`config.mk`:
```
export PLATFORM = sky130hd
export DESIGN_NAME = hdmi_packet_scheduler
export DESIGN_NICKNAME = d
export VERILOG_FILES = /design/src/rtl/hdmi_packet_scheduler.sv
export SDC_FILE = /design/constraint.sdc
export NUM_CORES = 1
export LEC_CHECK = 0
export CELL_PAD_IN_SITES_DETAIL_PLACEMENT = 0
export CELL_PAD_IN_SITES_GLOBAL_PLACEMENT = 1
export CORE_AREA = 2 2 586 588
export CTS_CLUSTER_DIAMETER = 150
export DETAILED_ROUTE_END_ITERATION = 7
export DIE_AREA = 0 0 588 590
export GPL_ROUTABILITY_DRIVEN = 0
export GPL_TIMING_DRIVEN = 0
export PLACE_DENSITY = 0.39
export SYNTH_ARGS = -nofsm -noshare
export SYNTH_HDL_FRONTEND = slang
export SYNTH_SLANG_ARGS = --single-unit
```
`constraint.sdc`:
```
create_clock -name clk_pixel -period 2.55 [get_ports clk_pixel]
set_clock_uncertainty 0.2 [all_clocks]
set_input_delay 0.51 -clock clk_pixel [delete_from_list [all_inputs] [get_ports clk_pixel]]
set_output_delay 0.51 -clock clk_pixel [all_outputs]
set_load 0.02 [all_outputs]
```
`src/rtl/hdmi_packet_scheduler.sv`:
```
// Data-island packet scheduler: urgent packet, then lowest pending enabled slot, else NULL; 1-cycle selection latency.
// Define HDMI_PACKET_SCHEDULER_MISS_COUNT_EN to build the saturating deadline-miss counter.
module hdmi_packet_scheduler #(
  parameter int NUM_SLOTS    = 4,
  parameter int FIELD_PERIOD = 1
) (
  input  logic                       clk_pixel,
  input  logic                       reset,
  input  logic                       video_field_end,
  input  logic                       packet_enable,
  input  logic [4:0]                 packet_pixel_counter,
  input  logic [NUM_SLOTS-1:0]       slot_enable,
  input  logic [24*NUM_SLOTS-1:0]    slot_header,
  input  logic [224*NUM_SLOTS-1:0]   slot_sub,
  input  logic                       urgent_req,
  input  logic [23:0]                urgent_header,
  input  logic [223:0]               urgent_sub,
  output logic                       urgent_ack,
  output logic [23:0]                header,
  output logic [3:0][55:0]           sub,
  output logic [NUM_SLOTS-1:0]       grant,
  output logic                       missed,
  output logic [7:0]                 missed_count
);

  localparam int FW = (FIELD_PERIOD > 1) ? $clog2(FIELD_PERIOD) : 1;
  localparam logic [FW-1:0] LAST_FIELD = FW'(FIELD_PERIOD - 1);

  logic [NUM_SLOTS-1:0] pending_q, pending_d;
  logic [FW-1:0]        field_cnt_q, field_cnt_d;
  logic                 urgent_busy_q, urgent_busy_d;
  logic                 blackout_q, blackout_d;
  logic [23:0]          header_q, header_d;
  logic [3:0][55:0]     sub_q, sub_d;
  logic [NUM_SLOTS-1:0] grant_q, grant_d;
  logic                 missed_q, missed_d;

  logic [NUM_SLOTS-1:0] eligible, pick;
  logic [23:0]          pick_header;
  logic [223:0]         pick_sub;
  logic                 deadline;

  assign urgent_ack = urgent_busy_q && (packet_pixel_counter == 5'd31) && !reset;
  assign deadline   = video_field_end && (field_cnt_q == LAST_FIELD);

  // Lowest set bit of the eligible mask is the winning slot.
  assign eligible = pending_q & slot_enable;
  assign pick     = eligible & ~(eligible - NUM_SLOTS'(1));

  always_comb begin
    pick_header = '0;
    pick_sub    = '0;
    for (int i = 0; i < NUM_SLOTS; i++) begin
      if (pick[i]) begin
        pick_header = pick_header | slot_header[24*i +: 24];
        pick_sub    = pick_sub | slot_sub[224*i +: 224];
      end
    end
  end

  always_comb begin
    pending_d     = pending_q;
    field_cnt_d   = field_cnt_q;
    urgent_busy_d = urgent_busy_q;
    blackout_d    = 1'b0;
    header_d      = header_q;
    sub_d         = sub_q;
    grant_d       = '0;
    missed_d      = 1'b0;

    if (urgent_ack) begin
      urgent_busy_d = 1'b0;
      blackout_d    = 1'b1;
    end

    if (video_field_end) begin
      if (deadline) begin
        missed_d    = |eligible;
        pending_d   = '1;
        field_cnt_d = '0;
      end else begin
        field_cnt_d = field_cnt_q + FW'(1);
      end
    end

    // A window that coincides with a field end always carries NULL.
    if (packet_enable) begin
      header_d = '0;
      sub_d    = '0;
      if (!video_field_end) begin
        if (urgent_req && !urgent_busy_q && !blackout_q) begin
          header_d      = urgent_header;
          sub_d         = urgent_sub;
          urgent_busy_d = 1'b1;
        end else if (|eligible) begin
          header_d  = pick_header;
          sub_d     = pick_sub;
          pending_d = pending_q & ~pick;
          grant_d   = pick;
        end
      end
    end
  end

  always_ff @(posedge clk_pixel) begin
    if (reset) begin
      pending_q     <= '1;
      field_cnt_q   <= '0;
      urgent_busy_q <= 1'b0;
      blackout_q    <= 1'b0;
      header_q      <= '0;
      sub_q         <= '0;
      grant_q       <= '0;
      missed_q      <= 1'b0;
    end else begin
      pending_q     <= pending_d;
      field_cnt_q   <= field_cnt_d;
      urgent_busy_q <= urgent_busy_d;
      blackout_q    <= blackout_d;
      header_q      <= header_d;
      sub_q         <= sub_d;
      grant_q       <= grant_d;
      missed_q      <= missed_d;
    end
  end

  assign header = header_q;
  assign sub    = sub_q;
  assign grant  = grant_q;
  assign missed = missed_q;

`ifdef HDMI_PACKET_SCHEDULER_MISS_COUNT_EN
  logic [7:0] missed_count_q;

  always_ff @(posedge clk_pixel) begin
    if (reset) begin
      missed_count_q <= 8'd0;
    end else if (missed_d && (missed_count_q != 8'hFF)) begin
      missed_count_q <= missed_count_q + 8'd1;
    end
  end

  assign missed_count = missed_count_q;
`else
  assign missed_count = 8'd0;
`endif

endmodule

```
==> results.toml, run 1 <==
[die]
rows = 215
die_h_um = 590
core_region_area_um2 = 341100
io_pins = 1516
die_outline_area_um2 = 346900
initial_core_util = 0.04770
die-width_um = 588

[synthesis]
seq_area_frac_synth = 0.3199
yosys.cell_types.count = 30
largest_family_of_logic_cells_by_synthesized_area = "compound AO/OA/AOI/OAI gates"
synthCells = 1829
netlist.top_cell.by_area = "sky130_fd_sc_hd__dfxtp_1"
synth_xor_area_frac = 0
area_fraction_in_compound_gates_after_synthesis = 0.4414
synth.mux.area_fraction = 0
syn-cell-area_um2 = 16270
ys.warnings.count = 0
ys_seq_elements = 260
adder_cell_share_of_the_synthesized_area = 0
syn_area_per_cell_um2 = 8.895
synth_top_area_frac = 0.3199
synthSimpleGateAreaFrac = 0.1652
synth_top_cells_by_area = "sky130_fd_sc_hd__dfxtp_1 32%, sky130_fd_sc_hd__a221o_1 31%, sky130_fd_sc_hd__a32oi_1 13%"

[final_layout]
area_growth_from_synthesis_to_layout_pct = 147.8
layout.cells.most_common_list = "1,421 x sky130_fd_sc_hd__clkdlybuf4s50_1, 438 x sky130_fd_sc_hd__a221o_1, 258 x sky130_fd_sc_hd__dfxtp_1"
finish.net_count = 4673
fillers = 39420
layout.core_utilization = 0.1182
drive_above_1_share = 0.1061
layout_commonest_cell = "sky130_fd_sc_hd__clkdlybuf4s50_1"

[status]
failed_checks = "capacitance limit, slew limit"
outcome = "complete, but fails checks"

[power]
peak_ir_drop_on_the_vdd_network_uv = 370.2
power.density_cell_area_nw_per_um2 = 422.2
power.leakage_nw = 14.35

[grt]
grt_overflow_total = 0
grt_pass1_vias = 26720
grt_pass1_wl_um = 346100
pin_count_of_the_biggest_net_entering_global_routing = 18
antenna_violations_before_repair = 236
globalRouteTotalUtil = 0.1585

[route]
post_drt_wl_per_cell_um = 35.64
via_per_inst = 3.283
number_of_design_rule_violations_left_by_the_first_detailed_router_iteration = 2441
route.antenna.remaining_nets = 0
totalWireLength_um = 288000
drc = 0
route.vias.total = 26530
drt_pre_antenna_iters = 5

[cts]
clock-root-buffer = "sky130_fd_sc_hd__clkbuf_16"
cts_htree_levels = 2
worst_path_clk_slew_ns = 0.06
clock_sink_count = 260
clock_tree_from_tritoncts = "built"
clk_path_buf_depth = 3
clk-insertion-delay-late_ns = 0.66
numCtsBuffers = 41

[timing]
timing.setup.tns_ns = 0
finalHoldWorstSlack_ns = 0.1486
report.final.setup_viol = 0
finalCriticalPeriod_ns = 2.538
timing.final.hold_violations = 0
highest_clock_rate_mhz = 394.0
fin_ws_ns = 0.01171
worst_pin_slew_ns = 1.613
relSlewSlack = -0.07517
slew_viol_final = 13
finalCritPeriodShare = 0.9954

[critical_path]
timing.critical_path.slowest_stage_cell = "sky130_fd_sc_hd__clkdlybuf4s50_1"
critPathCaptureType = "flop"
worst_path_largest_cell_delay_ns = 0.57
criticalPathCategory = "primary input to flop"
path_cells = "clkdlybuf4s50_1 -> nor2b_1 -> clkbuf_4 -> clkbuf_2 -> buf_12 -> clkbuf_4 -> a32oi_1 -> nor2_1 -> a221o_1"
timing.critical_path.required_ns = 2.89
worst_ep_arrival_time_ns = 2.88
worst-path-max-fanout = 10
cp-start-kind = "primary input"
worst_path_most_repeated_cell = "sky130_fd_sc_hd__clkbuf_4"

[worst_hold_path]
hold_path.class = "primary input to flop"

[placed_design]
total_of_buffers_placed_on_input_and_output_ports = 1507
preCtsSetupSlack_ns = -3.085
hpwl_um = 257500

[run]
max_cap_violations = 1
-- worst paths after layout --
check / start / to / slack [ns] / depth (start not counted)
min reg2reg: field_cnt_q / field_cnt_q / 0.27 / 1
max reg2reg: pending_q[1] / sub[187] / 0.05 / 7
min: slot_enable[0] / pending_q[0] / 0.15 / 2
max: packet_enable / sub[40] / 0.01 / 9
-- metal layers --
layer / part of all wire / GRT usage / vias up
met1: 0.38 / 0.1786 / 13130
li1: - / - / 11090
met5: 0.0026 / 0 / -
met2: 0.47 / 0.2665 / 1758
met4: 0.037 / 0.05532 / 116
met3: 0.10 / 0.06689 / 438
-- kinds of logic (layout without fill, tap and decap cells) --
family	after synthesis	in the layout
AOI/OAI and AO/OA	751	751
buffers and inverters	285	1899
DFF	260	260
other	1	81
and+or+nand+nor	532	532
-- sequential cells by signal, summed over array words and instances, names as in the netlist --
signal	count
blackout_q	1
sub	224
grant	4
urgent_busy_q	1
pending_q	4
header	24
missed	1
field_cnt_q	1
-- per-stage QoR --
step	cell area [µm²]	power (mW)	cells
after floorplan	16300	6.023	1836
after global placement	37080	10.61	7900
after detailed placement	37370	10.65	7912
after CTS	40080	17.44	8006
after global routing	40190	17.67	8029
final	40320	17.02	8080
-- Yosys cell counts --
library cell and n:
sky130_fd_sc_hd__nor3_2 1, sky130_fd_sc_hd__buf_1 18, sky130_fd_sc_hd__or3_1 1, sky130_fd_sc_hd__a21oi_1 3, sky130_fd_sc_hd__nor2_1 255, sky130_fd_sc_hd__and2_1 2
sky130_fd_sc_hd__dfxtp_1 260, sky130_fd_sc_hd__a221o_1 496, sky130_fd_sc_hd__nand4b_1 1, sky130_fd_sc_hd__nor2b_1 1, sky130_fd_sc_hd__a22oi_1 2, sky130_fd_sc_hd__nor3b_1 2
sky130_fd_sc_hd__clkbuf_1 205, sky130_fd_sc_hd__clkinv_1 1, sky130_fd_sc_hd__nor3_4 1, sky130_fd_sc_hd__a32oi_1 247, sky130_fd_sc_hd__a2111oi_0 1, sky130_fd_sc_hd__inv_1 1
sky130_fd_sc_hd__nand2_1 8, sky130_fd_sc_hd__nor2_2 1, sky130_fd_sc_hd__nand3_1 3, sky130_fd_sc_hd__conb_1 1, sky130_fd_sc_hd__buf_4 19, sky130_fd_sc_hd__or3_4 1
sky130_fd_sc_hd__nand2b_1 3, sky130_fd_sc_hd__o21ai_0 1, sky130_fd_sc_hd__buf_2 41, sky130_fd_sc_hd__and3_1 250, sky130_fd_sc_hd__nor3_1 2, sky130_fd_sc_hd__o22a_1 1
-- timing repair --
action                     in CTS  in global routing
pin swaps                      25                  2
gates resized for setup       431                 45
hold buffers                    0                  0
cloned                          3                  0
setup endpoints to repair     338                 97
buffers inserted               23                  1
-- power by group --
| part | total, mW | internal (mW) | switching (mW) | leakage [nW] |
|---|---|---|---|---|
| clock | 6.37 | 3.83 | 2.54 | 0.715 |
| sequential | 4.43 | 4.27 | 0.166 | 2.12 |
| combinational | 6.22 | 2.98 | 3.25 | 11.5 |
-- critical path, delay by kind of cell --
family | cells | cell delay (ns)
buf+inv | 5 | 1.36
compound gates | 2 | 0.68
simple gates | 2 | 0.29
-- final cells by class --
cell class | instances | area [µm²] | area share
repair buffers | 1546 | 15610 | 0.3870
multi-input cells | 1291 | 10190 | 0.2526
well taps | 4557 | 5702 | 0.1414
flip-flops and latches | 260 | 5210 | 0.1292
plain buffers | 277 | 1979 | 0.04909
clock buffers | 56 | 1215 | 0.03013
clock inverters | 18 | 231.5 | 0.005741
diodes | 73 | 182.7 | 0.004530
inverters | 2 | 10.01 | 0.0002482
Note: power is estimated with default switching activity, not from simulation.
==> run 2: changes to the inputs <==
Settings changed: CTS_BUF_LIST from default to sky130_fd_sc_hd__clkbuf_8 sky130_fd_sc_hd__clkbuf_16, SETUP_SLACK_MARGIN from default to 0.02.
==> run 2 against run 1 <==
Compared with the run above: the flow still finishes with violations (capacitance limit, slew limit); sequential share of layout area barely moved; critical path depth shrank 2; via count is 0.30% lower; global-route usage about the same; clock-buffer cell count down 4; power is essentially flat; cell count is essentially flat; die area stayed put; critical path type is now flop to flop; highest routed layer unchanged.
==> results.toml, run 2 (same netlist as run 1, synthesis figures left out) <==
[critical_path]
rr_worst_depth = 7
worstReg2RegEnd = "sub[192]"
timing.critical_path.required_ns = 2.89
worst_ep_arrival_time_ns = 2.84
setup.reg_to_reg.worst_slack_ns = 0.05
critPathCaptureType = "flop"
worst-path-max-fanout = 10
cp-start-kind = "flop"
criticalPathCategory = "flop to flop"
crit-reg2reg-launch = "pending_q[1]"

[final_layout]
finish.cell_count_without_fillers = 8082
layout_commonest_cell = "sky130_fd_sc_hd__clkdlybuf4s50_1"
area_growth_from_synthesis_to_layout_pct = 147.7
drive_above_1_share = 0.1055
layout.core_utilization = 0.1181
layout.cells.most_common_list = "1,414 x sky130_fd_sc_hd__clkdlybuf4s50_1, 432 x sky130_fd_sc_hd__a221o_1, 259 x sky130_fd_sc_hd__dfxtp_1"
design_area_um2 = 40300
finish.net_count = 4674
largest_reg_flops = 224

[timing]
finalHoldWorstSlack_ns = 0.1425
fin_ws_ns = 0.04865
slew_viol_final = 12
highest_clock_rate_mhz = 399.8
worst_pin_slew_ns = 1.596
finalCriticalPeriod_ns = 2.501
finalCritPeriodShare = 0.9809
timing.final.hold_violations = 0
report.final.setup_viol = 0
timing.setup.tns_ns = 0
grt_setup_unrepaired = "true"
relSlewSlack = -0.06429

[power]
power.density_cell_area_nw_per_um2 = 422.4
total_power_mw = 17.02
power.leakage_nw = 14.36
peak_ir_drop_on_the_vdd_network_uv = 371.2

[worst_hold_path]
worstHoldPathCells = 2
hold_path.class = "primary input to flop"
worst_hold_startpoint = "slot_enable[0]"
hold_end = "pending_q[0]"

[cts]
worst_path_clk_slew_ns = 0.06
clock_tree_from_tritoncts = "built"
cts_htree_levels = 2
clock_sink_count = 260
clock-root-buffer = "sky130_fd_sc_hd__clkbuf_16"
postCtsHoldBufs = 0
clk_path_buf_depth = 3
numCtsBuffers = 41
clk-insertion-delay-late_ns = 0.67

[grt]
pin_count_of_the_biggest_net_entering_global_routing = 11
grtUsageMet2 = 0.2669
antenna_violations_before_repair = 234
grt_pass1_wl_um = 346000
grt_overflow_total = 0
globalRouteTotalUtil = 0.1586
groute.layer.met1.usage = 0.1765
grt_busiest_layer = "met2"
grt_util_met3 = 0.06999
grt_pass1_vias = 26680

[route]
via_per_inst = 3.272
drt_pre_antenna_iters = 7
totalWireLength_um = 288300
drc = 0
post_drt_wl_per_cell_um = 35.68
route.vias.total = 26450
number_of_design_rule_violations_left_by_the_first_detailed_router_iteration = 2452
route.antenna.remaining_nets = 0

[die]
initial_core_util = 0.04770
die_outline_area_um2 = 346900
io_pins = 1516
core_region_area_um2 = 341100
rows = 215
die-width_um = 588
die_h_um = 590

[placed_design]
place_area_um2 = 37370
preCtsSetupSlack_ns = -3.085
hpwl_um = 257500
total_of_buffers_placed_on_input_and_output_ports = 1507
number_of_cells_in_the_design_after_placement = 7912

[status]
failed_checks = "capacitance limit, slew limit"
outcome = "complete, but fails checks"

[run]
max_cap_violations = 1
==> run 2: changes by cell type in the layout (fill, tap and decap cells not counted), moves of 3 or more <==
cell / before / now
sky130_fd_sc_hd__a221o_1: 438 / 432
sky130_fd_sc_hd__a221o_2: 42 / 46
sky130_fd_sc_hd__buf_12: 24 / 21
sky130_fd_sc_hd__buf_8: 4 / 8
sky130_fd_sc_hd__clkbuf_1: 94 / 104
sky130_fd_sc_hd__clkbuf_2: 51 / 48
sky130_fd_sc_hd__clkbuf_4: 29 / 20
sky130_fd_sc_hd__clkdlybuf4s50_1: 1421 / 1414
sky130_fd_sc_hd__dlygate4sd2_1: 76 / 79
sky130_fd_sc_hd__inv_1: 1 / 5
==> run 2: area by class of cell <==
type	count	area (µm²)
flip-flops and latches	260	5209
well taps	4557	5702
fillers	39430	300800
diodes	74	185.2
inverters	2	10.01
multi-input cells	1291	10220
clock buffers	52	1200
repair buffers	1544	15560
clock inverters	22	246.5
plain buffers	280	1969
==> run 2: routing by layer <==
metal / share of wire / wire length, µm / up-vias
li1: - / - / 11100
met1: 0.38 / 109200 / 13050
met2: 0.47 / 136000 / 1754
met3: 0.11 / 31130 / 436
met4: 0.039 / 11290 / 114
met5: 0.0025 / 733 / -
==> run 2: how the worst max path moves through the flow <==
stage	start	end
2_1_floorplan	urgent_req	sub[100]
3_3_place_gp	slot_enable[0]	sub[118]
3_5_place_dp	slot_enable[0]	sub[40]
4_1_cts	pending_q[0]	sub[121]
5_1_grt	pending_q[0]	sub[2]
6_report	pending_q[1]	sub[192]
==> run 2: what timing repair did <==
item                       CTS  global route
gates resized for setup    443            34
pin swaps                   22             2
setup buffers               20             2
cloned                       2             1
setup endpoints to repair  344            62
==> run 2: power by group <==
group / leakage (nW) / switching [mW] / internal (mW)
Combinational: 11.5 / 3.24 / 2.97
Clock: 0.732 / 2.57 / 3.81
Sequential: 2.12 / 0.164 / 4.27
Total: 14.4 / 5.98 / 11.0
==> run 2: worst max-delay path: stages (launching register included) <==
cell and delay [ns]:
sky130_fd_sc_hd__dfxtp_1 0.32, sky130_fd_sc_hd__and2_4 0.19, sky130_fd_sc_hd__buf_12 0.15, sky130_fd_sc_hd__clkbuf_16 0.21, sky130_fd_sc_hd__clkbuf_1 0.31, sky130_fd_sc_hd__and3_1 0.28, sky130_fd_sc_hd__a221o_1 0.37, sky130_fd_sc_hd__a221o_1 0.32
